`config.mk`:
```
export PLATFORM = sky130hd
export DESIGN_NAME = clk_div_prog
export DESIGN_NICKNAME = d
export VERILOG_FILES = /design/src/rtl/clk_div_prog.sv
export SDC_FILE = /design/constraint.sdc
export NUM_CORES = 1
export LEC_CHECK = 0
export ABC_AREA = 1
export CORE_ASPECT_RATIO = 1.5
export CORE_UTILIZATION = 30
export CTS_CLUSTER_SIZE = 28
export DETAILED_ROUTE_END_ITERATION = 12
export PLACE_DENSITY_LB_ADDON = 0.25
export SYNTH_ARGS = -nofsm -noshare
export SYNTH_HDL_FRONTEND = slang
export SYNTH_SLANG_ARGS = --single-unit
```
`constraint.sdc`:
```
create_clock -name clk -period 3.4 [get_ports clk]
set_input_delay 0.68 -clock clk [delete_from_list [all_inputs] [get_ports clk]]
set_output_delay 0.68 -clock clk [all_outputs]
set_load 0.01 [all_outputs]
```
`src/rtl/clk_div_prog.sv`:
```
// Programmable multi-channel clock divider with per-channel toggle/pulse modes.
// Each channel has shadow configuration that takes effect at a safe point.
module clk_div_prog #(
  parameter int unsigned NUM_CH       = 4,
  parameter int unsigned CNT_W        = 29,
  parameter int unsigned DEFAULT_DIV  = 50_000_000,
  parameter bit          DEFAULT_MODE = 1'b0
) (
  input  logic                                      clk,
  input  logic                                      rst_n,
  input  logic [NUM_CH-1:0]                         en,
  input  logic                                      sync_all,
  input  logic                                      cfg_wr,
  input  logic [((NUM_CH>1)?$clog2(NUM_CH):1)-1:0]  cfg_ch,
  input  logic [CNT_W-1:0]                          cfg_div,
  input  logic                                      cfg_mode,
  output logic [NUM_CH-1:0]                         clk_out,
  output logic [NUM_CH-1:0]                         tick,
  output logic [NUM_CH-1:0]                         cfg_pending
);

  localparam int CH_W = (NUM_CH > 1) ? $clog2(NUM_CH) : 1;

  for (genvar g = 0; g < NUM_CH; g++) begin : g_ch
    logic [CNT_W-1:0] act_div, act_div_nxt;
    logic [CNT_W-1:0] sh_div, sh_div_nxt;
    logic [CNT_W-1:0] cnt, cnt_nxt;
    logic             act_mode, act_mode_nxt;
    logic             sh_mode, sh_mode_nxt;
    logic             pend, pend_nxt;
    logic             co, co_nxt;
    logic             tk, tk_nxt;
    logic             wr_hit, tc, xfer, mode_chg;

    // Out-of-range channel numbers simply match no channel.
    assign wr_hit   = cfg_wr && (cfg_ch == CH_W'(g));
    assign tc       = en[g] && (act_div != '0) && (cnt == act_div - CNT_W'(1));
    assign xfer     = pend && (tc || !en[g] || sync_all);
    assign mode_chg = xfer && (sh_mode != act_mode);

    always_comb begin
      act_div_nxt  = act_div;
      act_mode_nxt = act_mode;
      sh_div_nxt   = sh_div;
      sh_mode_nxt  = sh_mode;
      pend_nxt     = pend;
      cnt_nxt      = cnt;
      co_nxt       = co;
      tk_nxt       = 1'b0;

      if (xfer) begin
        act_div_nxt  = sh_div;
        act_mode_nxt = sh_mode;
        pend_nxt     = 1'b0;
      end
      // A write in the transfer cycle lands in the shadow and stays pending.
      if (wr_hit) begin
        sh_div_nxt  = cfg_div;
        sh_mode_nxt = cfg_mode;
        pend_nxt    = 1'b1;
      end

      if (sync_all || (act_div == '0)) begin
        cnt_nxt = '0;
        co_nxt  = 1'b0;
      end else if (en[g]) begin
        if (tc) begin
          cnt_nxt = '0;
          tk_nxt  = 1'b1;
          co_nxt  = act_mode ? 1'b1 : ~co;
        end else begin
          cnt_nxt = cnt + CNT_W'(1);
          if (act_mode) co_nxt = 1'b0;
        end
      end

      // New mode restarts from a known phase; the TC tick itself still fires.
      if (mode_chg) begin
        cnt_nxt = '0;
        co_nxt  = 1'b0;
      end
    end

    always_ff @(posedge clk or negedge rst_n) begin
      if (!rst_n) begin
        act_div  <= CNT_W'(DEFAULT_DIV);
        act_mode <= DEFAULT_MODE;
        sh_div   <= CNT_W'(DEFAULT_DIV);
        sh_mode  <= DEFAULT_MODE;
        pend     <= 1'b0;
        cnt      <= '0;
        co       <= 1'b0;
        tk       <= 1'b0;
      end else begin
        act_div  <= act_div_nxt;
        act_mode <= act_mode_nxt;
        sh_div   <= sh_div_nxt;
        sh_mode  <= sh_mode_nxt;
        pend     <= pend_nxt;
        cnt      <= cnt_nxt;
        co       <= co_nxt;
        tk       <= tk_nxt;
      end
    end

    assign clk_out[g]     = co;
    assign tick[g]        = tk;
    assign cfg_pending[g] = pend;
  end

endmodule
```
After elaboration in Yosys (flattened, before gate mapping)
Cells that the tools add are included.

storage, ports and cells
  output and inout bits = 12
  register bits after elaboration = 368
  bits of input ports = 40
  logic and storage cells = 176

cells by class
  reduce and logical (&&, ||, !) cells = 61
  bitwise logic cells = 4
  add/subtract/negate cells = 8
  multiplexer cells = 60
  eq/ne operators = 11

operators by type and width
  cell                                                                   count
  29-bit 2-to-1 mux                                                      16
  29-bit by 1-bit adder with 29-bit output, second input constant        4
  29-bit equality test                                                   4
  29-bit logical NOT                                                     4
  29-bit nonzero test                                                    4
  29-bit by 1-bit subtractor with 29-bit output, second input constant   4
  1-bit 2-to-1 mux                                                       44
  1-bit logical AND                                                      20
  4-bit nonzero test                                                     4
  1-bit logical OR                                                       12
  3-bit nonzero test                                                     4
  2-bit AND reduction                                                    4
  2-bit nonzero test                                                     4
  2-bit equality test, second input constant                             2
  1-bit logical NOT                                                      4
  1-bit inequality test                                                  4
  1-bit NOT                                                              4
  2-bit by 1-bit equality test with 1-bit output, second input constant  1
  2-bit logical NOT                                                      1

Longest topological paths before layout
  depth after elaboration = 9
  depth in mapped cells = 22
  depth with buffers taken out = 20

Worst setup path before layout
No wires, ideal clock.

  path type = input port to flip-flop
  start point = input port en[2]
  end point = register g_ch[2].cnt[23]
  data arrival time = 2.361 ns
  buffers on the path = 2
  setup time = 0.127 ns
  stages = 17
  data required time = 3.273 ns
  setup slack = 0.912 ns
  cell sequence = buf_2 -> inv_2 -> a21oi_1 -> nand3_1 -> nor2_1 -> nand2_1 -> nor2_1 -> nand2_1 -> nor2_1 -> nand4_1 -> nor2_2 -> nand2_2 -> nand3_4 -> nand3_4 -> nand2_2 -> buf_4 -> a21oi_1

between the ends
  cells in the longest elaborated chain, start to end = 7
  elaborated cells on any way between the ends = 12
  those cells by class = mux: 4; reduce/logical: 8

RTL lines
  item                                                                       line  source
  start, declared                                                            11    input logic [NUM_CH-1:0] en,
  parallel branches: the longest is 7 deep, another holds 29-bit 2-to-1 mux  n/a
  end signal, assigned                                                       100   cnt <= cnt_nxt;
  end, declared                                                              27    logic [CNT_W-1:0] cnt, cnt_nxt;

Parallel ways; which one is timed is not known. The select of a mux whose other input is x is not followed.
A chain may end at the register's enable or synchronous reset.

Final worst setup path
  start point = register g_ch[2].act_div[0]
  end point = register g_ch[2].cnt[19]

between the ends
  cells in the longest elaborated chain, start to end = 8
  elaborated cells on any way between the ends = 16
  those cells by class = add/sub: 1; eq/ne: 1; mux: 4; reduce/logical: 10

RTL lines
  item                                                                                                   line  source
  start, declared                                                                                        25    logic [CNT_W-1:0] act_div, act_div_nxt;
  start signal, assigned                                                                                 86    act_div <= CNT_W'(DEFAULT_DIV);
  start signal, assigned                                                                                 95    act_div <= act_div_nxt;
  parallel branches: the longest is 8 deep, another holds 29-bit by 1-bit subtractor with 29-bit output  n/a

Parallel ways; which one is timed is not known. The select of a mux whose other input is x is not followed.

==> results.cfg <==
[setup_path]
cp_data_required_time_ns = 3.84
setup.worst_path.class = register to register
crit_slowest_cell = dfrtp_1
cp_top_family = simple AND/OR/NAND/NOR gates
cpPeakStageDelay_ns = 0.41
critPathBufInv = 1
end_kind = register
r2r_slack_ns = 0.31
worstSetupStartpointType = register
worstPathArrival_ns = 3.53
critical_path.cell_chain = inv_1 > ha_1 > nand3_1 > nor2_4 > xor2_1 > nand3_1 > nor2_1 > nand4_1 > nor2_2 > nand2_2 > nand3_4 > nand3_4 > nand2_2 > a21oi_1
cp_max_fo = 16

[route]
vias_per_cell = 4.70
drtIter0Drc = 1176
drc_errors = 0
routedWlPerCell_um = 16.7
vias = 20200
drtAntennaViolNets = 0
drt-total-wl_mm = 71.4
drtPass1Iterations = 8

[synth]
synth_cell_types = 52
ys_ff_latch = 368
synth-edff-count = 0
syn_inst = 3219
synth_nets = 3271
yosys_warnings = 0
synth_area_um2 = 23200
synthTopCellsByArea = dfrtp_1 (29%), nand2_1 (16%), dfstp_2 (11%), nor2_1 (6.1%), inv_1 (5.2%)
ys.flop_type = dfrtp_1
synth_top_area_share_pct = 29.4
ys_seq_area_share_pct = 40.3
avgSynthCellArea_um2 = 7.20
yosysTopAreaCell = dfrtp_1
async_flop_share_pct = 100

[power]
ir_worst_vdd_uv = 310
switching_share_pct = 36.5
combPwrFrac_pct = 28.8
netSwitchingPower_mw = 5.32
p_int_mw = 9.27
seqPwrFrac_pct = 40.0
power_density_nw_per_um2 = 558
finalPower_mw = 14.6
leakagePower_nw = 12.0
p_clk_share_pct = 31.2

[clock_tree]
insertion_delay_ns = 0.58
post_cts_buffers = 0
cts_buffers = 39
ctsHtreeMaxLevel = 2
clock_sinks = 368
ctsHoldBuffers = 0
cts.clk_slew.worst_paths_ns = 0.06
cts-root-buf = clkbuf_16
cts_buffer_depth = 3
tritoncts = built

[timing]
layout_worst_path_cycle_share_pct = 90.8
slew_headroom_pct = 30.9
worst_slack_ns = 0.311
drv_slew = 0
finClkSkew_ns = 0.0182
finalSetupTns_ns = 0
tightest_slew_ns = 1.03
min_period_ns = 3.09
setup_viol = 0
max_freq_mhz = 324
grt_setup_unrepaired = no
hold_viol_final = 0

[placed_design]
post_dp_cell_area_um2 = 24800
hpwl_mm = 54.8
place_ws_ns = 0.219
dp_cells = 4216
routabilityCongestion = 0.939
numPortBuffers = 51

[die]
fp-row-count = 124
core_um2 = 76300
die_x_um = 229
die_area_um2 = 78400
pin_count = 52
start_util_pct = 30.4
die_h_um = 342

[global_route]
grt_pass1_wl_mm = 113
grt_usage_pct = 18.4
grt_pass1_vias = 19900
grt_antenna_before_repair = 0
grt_max_degree = 83
grt_overflow = 0

[finish]
finalNonFillerCells = 4287
fin_nets = 3301
area_growth_pct = 12.8
drive_gt1_share_pct = 10.6
fin_area_um2 = 26100
antennaDiodeCount = 0
final.fill_count = 8313

[outcome]
status = complete, no violations

[hold_path]
hold_path.class = input port to asynchronous set/reset pin

[flow_run]
cap_viol_max_count = 0
## repair_timing
| item | in CTS | in global routing |
|---|---|---|
| gates resized for setup | 0 | 1 |
| endpoints found under the setup margin | 0 | 39 |
| hold endpoints to repair | 0 | 0 |
## worst reg2reg max path, delay by kind of cell (launching register included)
family / cells / cell delay (ns)
DFF: 1 / 0.41
xor gates and xnor gates: 1 / 0.30
buffers and inverters: 1 / 0.14
and+or+nand+nor: 10 / 1.72
AOI/OAI and AO/OA: 1 / 0.09
adders and majority gates: 1 / 0.28
## area by class of cell
cell class / instances / area [um^2] / area share (%)
Inverter: 333 / 1260 / 4.81
Sequential cell: 368 / 9330 / 35.7
Multi-Input combinational cell: 2400 / 11900 / 45.7
Clock inverter: 14 / 181 / 0.694
Clock buffer: 57 / 1150 / 4.38
Timing Repair Buffer: 107 / 1020 / 3.92
Tap cell: 1008 / 1260 / 4.82
## path summary, 6_finish.rpt
kind | end | cells past startpoint | startpoint
min in group clk | g_ch[1].act_div[12] | 2 | g_ch[1].sh_div[12]
worst max-delay path | g_ch[2].cnt[19] | 14 | g_ch[2].act_div[0]
worst min-delay path | g_ch[0].cnt[1] | 1 | rst_n
worst min register to register | g_ch[1].act_div[12] | 2 | g_ch[1].sh_div[12]
max in group asynchronous | g_ch[2].cnt[21] | 2 | rst_n
worst max register to register | g_ch[2].cnt[19] | 14 | g_ch[2].act_div[0]
## synthesized netlist by cell type, drive strengths merged, types with 57 or more instances
library cell / count
xor2: 134
nand3: 172
a21oi: 62
nand4: 148
dfstp: 96
clkbuf: 61
nor2: 412
nand2: 1030
dfrtp: 272
o21ai: 220
buf: 57
xnor2: 63
inv: 331
## power groups by stage
stage,Combinational (mW),Sequential [mW],Clock (mW)
after floorplan,3.14,5.64,0
after global placement,4.19,5.92,0
after detailed placement,4.21,5.90,0
after CTS,4.23,5.84,4.70
after global routing,4.79,5.93,4.85
final,4.20,5.84,4.55
## sequential cells by signal (all words and copies together) (netlist names)
register and count:
g_ch.act_div 116, g_ch.act_mode 4, g_ch.cnt 116, g_ch.co 4, g_ch.pend 4, g_ch.sh_div 116, g_ch.sh_mode 4, g_ch.tk 4
## metrics by stage
| step | utilization (%) | hold WS [ns] |
|---|---|---|
| after detailed placement | 32.5 | 0.450 |
| after CTS | 34.2 | 0.136 |
| after global routing | 34.2 | 0.167 |
| after global placement | 32.5 | 0.449 |
| after floorplan | - | 0.384 |
| final | 34.2 | 0.124 |
## cells in the final DEF, fill, tap and decap left out, types with 28 or more instances in the layout
cell type,count
clkdlybuf4s50_1,50
nand4_1,148
nand2_2,49
a21oi_1,59
nor2_1,376
dfrtp_1,272
nor3_1,45
inv_1,323
buf_4,49
o21ai_0,181
nand2_1,979
clkbuf_16,41
nand3b_1,33
dfstp_2,96
xnor2_1,63
o21ai_1,28
xor2_1,134
nand3_1,160
## cells by family after synthesis
| group | after synthesis | share of synthesized area (%) |
|---|---|---|
| compound gates | 298 | 6.87 |
| xor+xnor | 203 | 8.04 |
| fa+ha+maj | 12 | 0.648 |
| buf+inv | 451 | 8.30 |
| flops | 368 | 40.3 |
| simple gates | 1887 | 35.9 |
## routing by layer
metal	global-route usage, %	vias up	wire (um)
li1	-	10300	-
met1	21.7	9368	29700
met2	33.5	344	36500
met3	1.80	129	2200
met4	7.86	0	3000
met5	0	-	0
No activity file was read; power rests on OpenSTA's default activity.
